--- src/rtl/video_bus.sv ---
// rtl/video_bus.sv - video_bus interface: pixel clock, syncs, blank/border flags and 32-bit pixel data.
interface video_bus;
   logic        clk;
   logic        hsync;
   logic        vsync;
   logic        blank;
   logic        border;
   logic [31:0] data;

   modport out (output clk, hsync, vsync, blank, border, data);
   modport in  (input  clk, hsync, vsync, blank, border, data);
endinterface

--- src/rtl/video_timing_gen.sv ---
// rtl/video_timing_gen.sv - video timing generator and pixel serializer driving video_bus.out.
// Optional colour-bar test pattern (tpg_i, BARW) under `VIDEO_TIMING_GEN_TPG_EN.
module video_timing_gen #(
   parameter int HACT  = 640,
   parameter int HFP   = 16,
   parameter int HSW   = 96,
   parameter int HBP   = 48,
   parameter int VACT  = 480,
   parameter int VFP   = 10,
   parameter int VSW   = 2,
   parameter int VBP   = 33,
   parameter int HBRD  = 0,
   parameter int VBRD  = 0,
   parameter bit HSPOL = 1'b1,
`ifdef VIDEO_TIMING_GEN_TPG_EN
   parameter bit VSPOL = 1'b1,
   parameter int BARW  = 80
`else
   parameter bit VSPOL = 1'b1
`endif
) (
   input  logic        clk_i,
   input  logic        rst_i,
   input  logic        en_i,
   input  logic [31:0] border_color_i,
   input  logic        pix_valid_i,
   input  logic [31:0] pix_data_i,
`ifdef VIDEO_TIMING_GEN_TPG_EN
   input  logic        tpg_i,
`endif
   output logic        pix_ready_o,
   output logic        sof_o,
   output logic        underflow_o,
   video_bus.out       vid
);
   localparam int HTOT = HACT + HFP + HSW + HBP;
   localparam int VTOT = VACT + VFP + VSW + VBP;
   localparam int HW   = $clog2(HTOT + 1);
   localparam int VW   = $clog2(VTOT + 1);

   localparam logic [HW-1:0] H_LAST = HW'(HTOT - 1);
   localparam logic [HW-1:0] H_ACT  = HW'(HACT);
   localparam logic [HW-1:0] H_DE   = HW'(HACT - HBRD);
   localparam logic [HW-1:0] H_SS   = HW'(HACT + HFP);
   localparam logic [HW-1:0] H_SE   = HW'(HACT + HFP + HSW);
   localparam logic [VW-1:0] V_LAST = VW'(VTOT - 1);
   localparam logic [VW-1:0] V_ACT  = VW'(VACT);
   localparam logic [VW-1:0] V_DE   = VW'(VACT - VBRD);
   localparam logic [VW-1:0] V_SS   = VW'(VACT + VFP);
   localparam logic [VW-1:0] V_SE   = VW'(VACT + VFP + VSW);

   logic [HW-1:0] r_hcnt;
   logic [VW-1:0] r_vcnt;
   logic          r_hsync, r_vsync, r_blank, r_border, r_sof, r_underflow;
   logic [31:0]   r_data;

   logic          w_hdisp, w_vdisp, w_active, w_display, w_frame_start, w_tpg, w_underflow;
   logic [31:0]   w_data;
   logic [31:0]   w_bar_color;

   // A zero-width border makes the lower bound vacuous, so it is left out entirely.
   generate
      if (HBRD == 0) begin : g_hdisp_full
         assign w_hdisp = r_hcnt < H_DE;
      end else begin : g_hdisp_brd
         assign w_hdisp = (r_hcnt >= HW'(HBRD)) && (r_hcnt < H_DE);
      end
      if (VBRD == 0) begin : g_vdisp_full
         assign w_vdisp = r_vcnt < V_DE;
      end else begin : g_vdisp_brd
         assign w_vdisp = (r_vcnt >= VW'(VBRD)) && (r_vcnt < V_DE);
      end
   endgenerate

   assign w_active      = (r_hcnt < H_ACT) && (r_vcnt < V_ACT);
   assign w_display     = w_hdisp && w_vdisp;
   assign w_frame_start = (r_hcnt == '0) && (r_vcnt == '0);
   assign w_underflow   = w_display && !w_tpg && !pix_valid_i;
   assign pix_ready_o   = en_i && !rst_i && w_display && !w_tpg;

`ifdef VIDEO_TIMING_GEN_TPG_EN
   localparam int BW = $clog2(BARW + 1);
   logic [BW-1:0] r_bar_px;
   logic [2:0]    r_bar_idx;

   assign w_tpg = tpg_i;

   // Bar position restarts whenever the display window is left, so each line begins at bar 0.
   always_ff @(posedge clk_i) begin
      if (rst_i || !en_i || !w_display) begin
         r_bar_px  <= '0;
         r_bar_idx <= '0;
      end else if (r_bar_px == BW'(BARW - 1)) begin
         r_bar_px  <= '0;
         r_bar_idx <= r_bar_idx + 3'd1;
      end else begin
         r_bar_px  <= r_bar_px + 1'b1;
      end
   end

   always_comb begin
      w_bar_color = 32'h0000_0000;
      case (r_bar_idx)
         3'd0: w_bar_color = 32'h00FF_FFFF;
         3'd1: w_bar_color = 32'h00FF_FF00;
         3'd2: w_bar_color = 32'h0000_FFFF;
         3'd3: w_bar_color = 32'h0000_FF00;
         3'd4: w_bar_color = 32'h00FF_00FF;
         3'd5: w_bar_color = 32'h00FF_0000;
         3'd6: w_bar_color = 32'h0000_00FF;
         3'd7: w_bar_color = 32'h0000_0000;
         default: w_bar_color = 32'h0000_0000;
      endcase
   end
`else
   assign w_tpg       = 1'b0;
   assign w_bar_color = 32'h0000_0000;
`endif

   always_comb begin
      w_data = 32'h0000_0000;
      if (w_display) begin
         if (w_tpg)
            w_data = w_bar_color;
         else if (pix_valid_i)
            w_data = pix_data_i;
      end else if (w_active) begin
         w_data = border_color_i;
      end
   end

   always_ff @(posedge clk_i) begin
      if (rst_i || !en_i) begin
         r_hcnt      <= '0;
         r_vcnt      <= '0;
         r_hsync     <= ~HSPOL;
         r_vsync     <= ~VSPOL;
         r_blank     <= 1'b1;
         r_border    <= 1'b0;
         r_data      <= 32'h0000_0000;
         r_sof       <= 1'b0;
         r_underflow <= 1'b0;
      end else begin
         if (r_hcnt == H_LAST) begin
            r_hcnt <= '0;
            r_vcnt <= (r_vcnt == V_LAST) ? '0 : r_vcnt + 1'b1;
         end else begin
            r_hcnt <= r_hcnt + 1'b1;
         end
         r_hsync     <= ((r_hcnt >= H_SS) && (r_hcnt < H_SE)) ? HSPOL : ~HSPOL;
         r_vsync     <= ((r_vcnt >= V_SS) && (r_vcnt < V_SE)) ? VSPOL : ~VSPOL;
         r_blank     <= !w_active;
         r_border    <= w_active && !w_display;
         r_data      <= w_data;
         r_sof       <= w_frame_start;
         // New-frame clear loses to an underflow on the very same pixel.
         r_underflow <= (r_underflow && !w_frame_start) || w_underflow;
      end
   end

   assign vid.clk    = clk_i;
   assign vid.hsync  = r_hsync;
   assign vid.vsync  = r_vsync;
   assign vid.blank  = r_blank;
   assign vid.border = r_border;
   assign vid.data   = r_data;
   assign sof_o       = r_sof;
   assign underflow_o = r_underflow;
endmodule

--- src/flat_wrapper.sv ---
// flat-port wrapper written by rule: the top's interface ports become plain ports
module video_timing_gen_flat 
#(
   parameter int HACT  = 640,
   parameter int HFP   = 16,
   parameter int HSW   = 96,
   parameter int HBP   = 48,
   parameter int VACT  = 480,
   parameter int VFP   = 10,
   parameter int VSW   = 2,
   parameter int VBP   = 33,
   parameter int HBRD  = 0,
   parameter int VBRD  = 0,
   parameter bit HSPOL = 1'b1,

   parameter bit VSPOL = 1'b1

)
  (clk_i, rst_i, en_i, border_color_i, pix_valid_i, pix_data_i, pix_ready_o, sof_o, underflow_o, vid_clk, vid_hsync, vid_vsync, vid_blank, vid_border, vid_data);
  video_bus vid_i ();
  input  logic clk_i;
  input  logic rst_i;
  input  logic en_i;
  input  logic [31:0] border_color_i;
  input  logic pix_valid_i;
  input  logic [31:0] pix_data_i;
  output logic pix_ready_o;
  output logic sof_o;
  output logic underflow_o;
  output wire logic [$bits(vid_i.clk)-1:0] vid_clk;
  output wire logic [$bits(vid_i.hsync)-1:0] vid_hsync;
  output wire logic [$bits(vid_i.vsync)-1:0] vid_vsync;
  output wire logic [$bits(vid_i.blank)-1:0] vid_blank;
  output wire logic [$bits(vid_i.border)-1:0] vid_border;
  output wire logic [$bits(vid_i.data)-1:0] vid_data;
  assign vid_clk = vid_i.clk;
  assign vid_hsync = vid_i.hsync;
  assign vid_vsync = vid_i.vsync;
  assign vid_blank = vid_i.blank;
  assign vid_border = vid_i.border;
  assign vid_data = vid_i.data;
  video_timing_gen #(.HACT(HACT), .HFP(HFP), .HSW(HSW), .HBP(HBP), .VACT(VACT), .VFP(VFP), .VSW(VSW), .VBP(VBP), .HBRD(HBRD), .VBRD(VBRD), .HSPOL(HSPOL), .VSPOL(VSPOL)) u_core (.clk_i(clk_i), .rst_i(rst_i), .en_i(en_i), .border_color_i(border_color_i), .pix_valid_i(pix_valid_i), .pix_data_i(pix_data_i), .pix_ready_o(pix_ready_o), .sof_o(sof_o), .underflow_o(underflow_o), .vid(vid_i));
endmodule
--- config.mk ---
export PLATFORM = sky130hd
export DESIGN_NAME = video_timing_gen_flat
export DESIGN_NICKNAME = d
export VERILOG_FILES = /design/src/rtl/video_bus.sv /design/src/rtl/video_timing_gen.sv /design/src/flat_wrapper.sv
export SDC_FILE = /design/constraint.sdc
export NUM_CORES = 1
export LEC_CHECK = 0
export CAP_MARGIN = 40
export CELL_PAD_IN_SITES_DETAIL_PLACEMENT = 1
export CELL_PAD_IN_SITES_GLOBAL_PLACEMENT = 1
export CORE_ASPECT_RATIO = 0.75
export CORE_MARGIN = 10
export CORE_UTILIZATION = 28
export CTS_CLUSTER_DIAMETER = 50
export CTS_CLUSTER_SIZE = 30
export DETAILED_ROUTE_END_ITERATION = 10
export PLACE_DENSITY_LB_ADDON = 0.2
export SLEW_MARGIN = 20
export SYNTH_ARGS = -nofsm -noshare
export SYNTH_HDL_FRONTEND = slang
export SYNTH_SLANG_ARGS = --single-unit
--- constraint.sdc ---
create_clock -name clk_i -period 2.2 [get_ports clk_i]
set_input_delay 0.44 -clock clk_i [delete_from_list [all_inputs] [get_ports clk_i]]
set_output_delay 0.44 -clock clk_i [all_outputs]
set_load 0.005 [all_outputs]
* Word level (Yosys, flattened, before mapping)
Index checks and enable logic that the tools add are counted.
** Storage, ports and cells
- Bits in registers :: 57
- Input bits :: 68
- Word-level logic and storage cells :: 42
** Cells by class
- Add/subtract/negate cells :: 2
- Order comparisons :: 6
- Eq/ne operators :: 2
- Multiplexer cells :: 3
- Bitwise gates (word level) :: 2
- Reductions and logical operators :: 19
** Operator list (count)
- 10-bit by 1-bit adder with 10-bit output (second input constant) :: 2
- 10-bit == test (second input constant) :: 2
- 10-bit zero test :: 2
- 10-bit less-than comparator (second input constant) :: 2
- 10-bit by 9-bit less-than comparator with 1-bit output (second input constant) :: 2
- 10-bit greater-or-equal comparator (second input constant) :: 1
- 10-bit by 9-bit greater-or-equal comparator with 1-bit output (second input constant) :: 1
- 10-bit 2-to-1 mux :: 1
- 1-bit logical AND :: 8
- 1-bit zero test :: 5
- 3-bit OR reduction :: 1
- 1-bit logical OR :: 2
- 1-bit 2-to-1 mux :: 2
- 1-bit NOT :: 2
- 2-bit OR reduction :: 1

* Logic depth before layout (Yosys ltp)
Gate-level depths: netlist of the first run.
- Depth after elaboration :: 5
- Gate-level depth with buffers :: 7
- Mapped depth without buffers :: 6

==> results of run 1 <==
state kept, by name, indices dropped and copies added (netlist names):
| name | count |
|---|---|
| u_core.vid.data | 32 |
| u_core.r_hcnt | 10 |
| u_core.r_vcnt | 10 |
| u_core.sof_o | 1 |
| u_core.underflow_o | 1 |
| u_core.vid.blank | 1 |
| u_core.vid.hsync | 1 |
| u_core.vid.vsync | 1 |
cell families (layout without fill, tap and decap cells):
kind of cell	count (synthesis)	count (layout)
other	1	1
adders and majority gates	4	4
buffers and inverters	22	110
xor gates and xnor gates	13	13
muxes	2	2
and+or+nand+nor	99	99
AOI/OAI and AO/OA	12	12
DFF	57	57
worst reg2reg max path, delay by kind of cell, from the launching register on:
family	cells	cell delay, ns
AOI/OAI and AO/OA	1	0.16
adders and majority gates	1	0.25
DFF	1	0.39
and+or+nand+nor	3	1.07
placed cells by master, fill, tap and decap left out, types with 3 or more instances in the layout:
master	count
clkbuf_8	12
ha_1	4
nor2_1	18
nand4_1	5
nor4_1	5
clkdlybuf4s50_1	72
inv_1	8
nor3_1	3
a21oi_1	4
nand2_1	5
and3_1	36
xor2_1	4
clkinv_2	4
dfxtp_1	57
or4_1	4
nand3_1	9
xnor2_1	9
buf_4	9
how the worst min path moves through the flow:
stage	from	to	slack, ns	cells past startpoint
6_report	u_core.underflow_o$_SDFF_PP0_	u_core.underflow_o$_SDFF_PP0_	0.47	2
3_3_place_gp	u_core.underflow_o$_SDFF_PP0_	u_core.underflow_o$_SDFF_PP0_	0.46	2
3_5_place_dp	u_core.underflow_o$_SDFF_PP0_	u_core.underflow_o$_SDFF_PP0_	0.47	2
4_1_cts	u_core.underflow_o$_SDFF_PP0_	u_core.underflow_o$_SDFF_PP0_	0.48	2
2_1_floorplan	u_core.r_hcnt[0]$_SDFF_PP0_	u_core.r_hcnt[0]$_SDFF_PP0_	0.44	1
5_1_grt	u_core.underflow_o$_SDFF_PP0_	u_core.underflow_o$_SDFF_PP0_	0.50	2
area by class of cell:
type / count / area [um^2]
fill: 853 / 4136
timing repair buffer: 82 / 797.0
clock buffer: 14 / 177.7
clock inverter: 6 / 35.03
inverter: 8 / 30.03
tap: 101 / 126.4
multi-input combinational: 131 / 853.3
sequential: 57 / 1141
cells in the mapped netlist:
library cell	n	area share, %
dfxtp_1	57	55
and3_1	36	11
nor2_1	19	3.4
clkbuf_1	9	1.6
nand3_1	9	2.2
xnor2_1	9	3.8
inv_1	8	1.4
nand2_1	5	0.90
nand4_1	5	1.5
nor4_1	5	1.5
a21oi_1	4	0.96
ha_1	4	2.4
or4_1	4	1.4
xor2_1	4	1.7
buf_4	3	1.1
nor3_1	3	0.72
and4_1	2	0.84
mux2i_1	2	0.96
nor2b_1	2	0.60
o31ai_1	2	0.72
a211oi_1	1	0.36
and2b_1	1	0.36
buf_2	1	0.24
buf_6	1	0.54
conb_1	1	0.18
nand2b_1	1	0.30
nand3b_1	1	0.36
nand4_2	1	0.60
nand4bb_1	1	0.54
nor4b_1	1	0.42
o2111ai_1	1	0.42
o21ai_0	1	0.24
o21ai_1	1	0.24
o221ai_1	1	0.42
o22ai_1	1	0.30
or2_1	1	0.30
or3_1	1	0.30
or4b_1	1	0.48
where the power goes:
group	switching, mW	internal, mW	total [mW]
Combinational	0.0526	0.106	0.159
Clock	0.464	0.532	0.996
Sequential	0.00664	1.05	1.06
layer usage:
| metal | track usage [%] | vias up | part of all wire [%] |
|---|---|---|---|
| met3 | 5.423 | 10 | 4.9 |
| met5 | 0 | - | 0 |
| met1 | 13.39 | 851 | 46 |
| li1 | - | 897 | - |
| met4 | 5.110 | 0 | 1.5 |
| met2 | 17.50 | 37 | 47 |
metrics by stage:
stage	util, %	setup TNS (ns)	std cells
floorplan	-	0	210
global placement	40.35	-0.1626	380
detailed placement	40.35	-0.1995	380
CTS	43.11	0	399
global route	43.31	0	399
finish	43.31	0	399
==> results_dict.tcl, run 1 <==
set metrics [dict create \
    synth_area_um2 2082 \
    synthCells 210 \
    hold_violations 0 \
    grt_max_degree 34 \
    io_buffers 74 \
    drtIter0Drc 57 \
    holdWs_ns 0.4697 \
    reg2reg_slack_ns 0.26 \
    synth_compound_area_share_pct 3.666 \
    synthSimpleGateAreaFrac_pct 27.58 \
    critPathMaxFanout 2 \
    yosysSeqAreaShare_pct 54.81 \
    diodes 0 \
    fin_crit_ns 2.040 \
    dpl.hpwl_mm 4.687 \
    ant_nets 0 \
    leakage_nw 1.281 \
    row_count 27 \
    crit_type "in2out" \
    status "completed" \
    fp.dieArea_um2 11320 \
    drive_above_1_share_pct 10.40 \
    synth.distinct_cells 38 \
    critPathBufInv 3 \
    grt_usage_pct 11.40 \
    cp-start-kind "input port" \
    crit_family "buffers and inverters" \
    fin_skew_ns 0.005549 \
    cts_setup_buffers 0 \
    vias_per_cell 4.499 \
    crit_required_ns 1.76 \
    yosysWarnings 0 \
    grt-ovfl-total 0 \
    crit_start "en_i" \
    timing.rr.start "u_core.r_hcnt[0]$_SDFF_PP0_" \
    finalPower_mw 2.213 \
    grt_pass1_vias 1830 \
    routedWlPerCell_um 15.75 \
    setup_viol 0 \
    cts_resized 2 \
    muxShareOfSynthArea_pct 0.9615 \
    post-route-period-util_pct 92.74 \
    dpl_cell_area_um2 2944 \
    place_ws_ns -0.1995 \
    final_cell_area_um2 3161 \
    cpPeakStageDelay_ns 0.52 \
    hold_buffers 0 \
    rsz0062_at_grt "false" \
    start_util_pct 28.53 \
    die_h_um 94.68 \
    cts_tree "built" \
    drc 0 \
    antenna_found_initial 0 \
    syn_to_final_growth_pct 51.80 \
    die-width_um 119.6 \
    endpoint "pix_ready_o" \
    crit_path_end_kind "primary output" \
    hold_path_class "reg2reg" \
    synthAdderAreaFrac_pct 2.404 \
    first_pass_iters 4 \
    rr_endpoint "u_core.r_vcnt[8]$_SDFFE_PP0N_" \
    syn-num-nets 282 \
    synth_top_family_by_area "simple AND/OR/NAND/NOR gates" \
    gp_congestion 0.7073 \
    core_um2 7297 \
    drt-total-wl_mm 6.283 \
    synth.avg_cell_area_um2 9.914 \
    io_pins 108 \
    worstSkewPairLatency_ns 0.45 \
    setup_ws_ns 0.1598 \
    cp.depth 6 \
    p_per_area_nw_per_um2 700.3 \
    synth_xor_area_share_pct 5.469 \
    path_clk_slew_ns 0.06 \
    clock.fmax_ghz 0.4901 \
    worstPathCellList "clkdlybuf4s50_1 -> nand2b_4 -> nor2_2 -> nand3_1 -> inv_1 -> dlygate4sd2_1" \
    max_cap_violations 0 \
    nNetsFinal 365 \
    vias 1795 \
    ff2ff_path_depth 5 \
    ys_seq_elements 57 \
    ir_worst_vdd_mv 0.6646 \
    maxSlewViolCount 0 \
    grt_pass1_wl_mm 9.908 \
    cp.arrival_ns 1.60 \
    cp_slowest_cell "clkdlybuf4s50_1" \
]
Note: power is estimated with default switching activity, not from simulation.
==> inputs of run 2 (changes only) <==
--- a/config.mk
+++ b/config.mk
@@ -10,7 +10,7 @@
 export CELL_PAD_IN_SITES_GLOBAL_PLACEMENT = 1
 export CORE_ASPECT_RATIO = 0.75
 export CORE_MARGIN = 10
-export CORE_UTILIZATION = 28
+export CORE_UTILIZATION = 25
 export CTS_CLUSTER_DIAMETER = 50
 export CTS_CLUSTER_SIZE = 30
 export DETAILED_ROUTE_END_ITERATION = 10
==> results_dict.tcl, run 2 (synthesized netlist as in run 1, its figures left out) <==
set metrics [dict create \
    clock.fmax_ghz 0.4930 \
    grt_pass1_vias 1702 \
    row_count 28 \
    p_per_area_nw_per_um2 739.0 \
    drc 0 \
    vias 1791 \
    n_fill_cell 918 \
    worstSkewPairLatency_ns 0.43 \
    hold_violations 0 \
    die_h_um 99.03 \
    finalPower_mw 2.366 \
    io_pins 108 \
    io_buffers 74 \
    vias_per_cell 4.433 \
    crit_type "in2out" \
    grt_pass1_wl_mm 9.528 \
    switching_share_pct 22.02 \
    combPwrFrac_pct 6.7 \
    layout_common_cells "clkdlybuf4s50_1, dfxtp_1, and3_1" \
    final_common_cell "clkdlybuf4s50_1" \
    intPower_mw 1.845 \
    maxSlewViolCount 0 \
    cp-start-kind "input port" \
    largest_reg_flops 32 \
    gp_congestion 0.7625 \
    routedWlPerCell_um 15.58 \
    crit_required_ns 1.76 \
    status "completed" \
    leakage_nw 1.293 \
    utilization_pct 40.08 \
    diodes 0 \
    regArea_um2 1141 \
    grt_max_degree 34 \
    cp.arrival_ns 1.59 \
    grt_usage_pct 9.823 \
    fin_skew_ns 0.008512 \
    critPathMaxFanout 2 \
    core_um2 7988 \
    cts_tree "built" \
    setup_viol 0 \
    syn_to_final_growth_pct 53.79 \
    post-route-period-util_pct 92.20 \
    start_util_pct 26.07 \
    rsz0062_at_grt "false" \
    power.switching_mw 0.5210 \
    max_cap_violations 0 \
    fin_crit_ns 2.028 \
    dpl.hpwl_mm 4.718 \
    pwr-share-seq_pct 44.7 \
    grt-ovfl-total 0 \
    hold_buffers 0 \
    path_clk_slew_ns 0.06 \
    drive_above_1_share_pct 10.37 \
    hold_path_class "reg2reg" \
    drtIter0Drc 91 \
    fp.dieArea_um2 12420 \
    drt-total-wl_mm 6.296 \
    first_pass_iters 4 \
    crit_path_end_kind "primary output" \
    ant_nets 0 \
    p_clk_share_pct 48.6 \
    die-width_um 125.4 \
    multi_input_area_um2 840.8 \
    nNetsFinal 366 \
    ir_worst_vdd_mv 0.3782 \
    antenna_found_initial 0 \
]
-- run 2: cell types whose count changed in the layout (fill, tap and decap cells not counted) --
cell        previous run  this run
clkbuf_8              12        13
clkinvlp_4             2         3
nand2b_1               0         1
bufinv_16              0         1
or3_1                  0         1
nand2b_4               1         0
clkbuf_1               1         0
buf_4                  9        10
clkinv_2               4         1
or3_4                  1         0
inv_6                  0         1
-- run 2: cell type report --
cell class	instances	area share, %
clock inverter	6	2.071
multi-input combinational	131	26.26
sequential	57	35.64
clock buffer	14	5.862
tap	105	4.103
timing repair buffer	83	25.13
inverter	8	0.9379
-- run 2: metrics by stage --
step	setup TNS [ns]	cells	hold slack (ns)	cell area, um^2	worst slack [ns]
finish	0	404	0.4721	3202	0.1716
global route	0	404	0.5174	3202	0.04078
CTS	0	404	0.4810	3202	0.1559
detailed placement	-0.1398	385	0.4687	2957	-0.1398
global placement	-0.1178	385	0.4563	2957	-0.1178
floorplan	0	210	0.4377	2082	0.2832
-- run 2: path summary, 6_finish.rpt --
kind / slack (ns) / cells past startpoint / startpoint / endpoint
worst min register to register: 0.47 / 2 / u_core.underflow_o$_SDFF_PP0_ / u_core.underflow_o$_SDFF_PP0_
worst max register to register: 0.19 / 5 / u_core.r_hcnt[0]$_SDFF_PP0_ / u_core.r_vcnt[8]$_SDFFE_PP0N_
worst max-delay path: 0.17 / 6 / rst_i / pix_ready_o
worst min-delay path: 0.47 / 2 / u_core.underflow_o$_SDFF_PP0_ / u_core.underflow_o$_SDFF_PP0_
-- run 2: critical path, cell delays in order --
cell and delay, ns:
clkdlybuf4s50_1 0.41, nand2b_1 0.18, nor2_2 0.11, nand3_1 0.10, inv_1 0.08, dlygate4sd2_1 0.25
-- run 2: what timing repair did --
item                                    4_1_cts  5_1_grt
gates resized for setup                       3        0
buffers inserted                              0        0
endpoints found under the setup margin        2        0
-- run 2: layer usage --
layer  wire (um)  part of all wire [%]  global-route usage (%)
met1        3160                    50                   12.54
met2        2746                    44                   13.80
met3         329                   5.2                   4.497
met4          60                  0.95                   4.329
met5           0                     0                       0
-- run 2: power by group through the flow --
stage	Clock [mW]	Sequential, mW	Combinational (mW)
after floorplan	0.0295	1.08	0.0366
after global placement	0.0383	1.08	0.159
after detailed placement	0.0383	1.08	0.161
after CTS	1.20	1.06	0.162
after global routing	1.25	1.06	0.173
final	1.15	1.06	0.158
==> inputs of run 3 (changes only) <==
==> constraint.sdc (replaced) <==
create_clock -name clk_i -period 2 [get_ports clk_i]
set_input_delay 0.4 -clock clk_i [delete_from_list [all_inputs] [get_ports clk_i]]
set_output_delay 0.4 -clock clk_i [all_outputs]
set_load 0.005 [all_outputs]
==> results_dict.tcl, run 3 (synthesized netlist as in run 1, its figures left out) <==
set metrics [dict create \
    drive_above_1_share_pct 13.16 \
    switching_share_pct 22.28 \
    grt_pass1_wl_mm 10.31 \
    hold_buffers 0 \
    grt_pass1_vias 1825 \
    power.switching_mw 0.6115 \
    max_cap_violations 0 \
    final_common_cell "clkdlybuf4s50_1" \
    cp-start-kind "clock port" \
    place_ws_ns -0.2644 \
    grt_max_degree 34 \
    combPwrFrac_pct 6.4 \
    grt_usage_pct 10.61 \
    ant_nets 0 \
    fp.dieArea_um2 12420 \
    intPower_mw 2.133 \
    slew_headroom_pct 66.49 \
    leakage_nw 1.348 \
    cp.arrival_ns 1.48 \
    cp_common_cell "clkbuf_8" \
    routedWlPerCell_um 15.96 \
    antenna_found_initial 0 \
    crit_path_end_kind "primary output" \
    critPathMaxFanout 2 \
    n_fill_cell 921 \
    p_clk_share_pct 51.2 \
    vias_per_cell 4.491 \
    cp_slowest_cell "dlygate4sd2_1" \
    regArea_um2 1142 \
    nNetsFinal 371 \
    layout_common_cells "clkdlybuf4s50_1, dfxtp_1, and3_1" \
    gp_congestion 0.7471 \
    p_per_area_nw_per_um2 838.2 \
    ir_worst_vdd_mv 0.3340 \
    cpPeakStageDelay_ns 0.25 \
    vias 1837 \
    rsz0062_at_grt "false" \
    fin_skew_ns 0.009840 \
    die_h_um 99.03 \
    multi_input_area_um2 853.3 \
    crit_required_ns 1.60 \
    dpl.hpwl_mm 4.871 \
    diodes 0 \
    row_count 28 \
    hold_path_class "in2reg" \
    status "completed" \
    drt-total-wl_mm 6.528 \
    crit_type "clk2out" \
    setup_ws_ns 0.1231 \
    hold_violations 0 \
    io_pins 108 \
    setup_viol 0 \
    largest_reg_flops 32 \
    io_buffers 74 \
    maxSlewViolCount 0 \
    cts_tree "built" \
    core_um2 7988 \
    worstSkewPairLatency_ns 0.44 \
    start_util_pct 26.07 \
    tightestPinTransition_ns 0.4957 \
    finalPower_mw 2.744 \
    first_pass_iters 4 \
    syn_to_final_growth_pct 57.27 \
    worstPathCellList "clkbuf_8 -> clkbuf_8 -> dlygate4sd2_1" \
    drtIter0Drc 100 \
    path_clk_slew_ns 0.07 \
    pwr-share-seq_pct 42.4 \
    grt-ovfl-total 0 \
    die-width_um 125.4 \
    drc 0 \
]
run 3: critical path: cells and delay by family:
| family | cells | cell delay [ns] |
|---|---|---|
| buffers and inverters | 3 | 0.48 |
run 3: timing repair:
action / 4_1_cts / 5_1_grt
setup endpoints to repair: 2 / 3
setup buffers: 0 / 0
cloned: 0 / 0
resized for setup: 4 / 6
run 3: metrics by stage:
step | TNS (ns) | utilization (%) | hold WS, ns | instances | area (um^2)
6_report | 0 | 40.99 | 0.4445 | 409 | 3274
5_1_grt | 0 | 40.99 | 0.4398 | 409 | 3274
4_1_cts | 0 | 40.84 | 0.4815 | 409 | 3262
3_5_place_dp | -0.2644 | 37.48 | 0.4713 | 390 | 2994
3_3_place_gp | -0.2454 | 37.48 | 0.4583 | 390 | 2994
2_1_floorplan | 0 | - | 0.4377 | 210 | 2082
run 3: per-layer routing:
metal / GRT usage [%] / vias to the layer above / wire length (um)
met5: 0 / - / 0
met4: 4.682 / 0 / 27
met3: 4.390 / 4 / 388
met2: 15.37 / 55 / 2962
met1: 13.46 / 869 / 3151
li1: - / 909 / -
run 3: final timing paths:
check / startpoint / endpoint / slack (ns) / cells after the start
worst max-delay path: clk_i / vid_clk / 0.12 / 3
worst min-delay path: en_i / u_core.vid.vsync$_SDFF_PP0_ / 0.44 / 4
worst max register to register: u_core.r_hcnt[1]$_SDFF_PP0_ / u_core.r_vcnt[6]$_SDFFE_PP0N_ / 0.15 / 5
worst min register to register: u_core.r_hcnt[0]$_SDFF_PP0_ / u_core.r_hcnt[0]$_SDFF_PP0_ / 0.46 / 1
run 3: cell type report:
class | instances | share of cell area, %
flip-flops and latches | 57 | 34.89
multi-input cells | 131 | 26.06
repair buffers | 88 | 25.68
clock buffers | 13 | 5.311
well taps | 105 | 4.012
clock inverters | 7 | 3.133
inverters | 8 | 0.9171
run 3: power groups by stage:
stage               sequential, mW  clock, mW  combinational, mW
floorplan                     1.19     0.0324             0.0403
global placement              1.19     0.0421              0.175
detailed placement            1.19     0.0421              0.177
CTS                           1.16       1.46              0.178
global route                  1.17       1.51              0.191
finish                        1.16       1.40              0.175
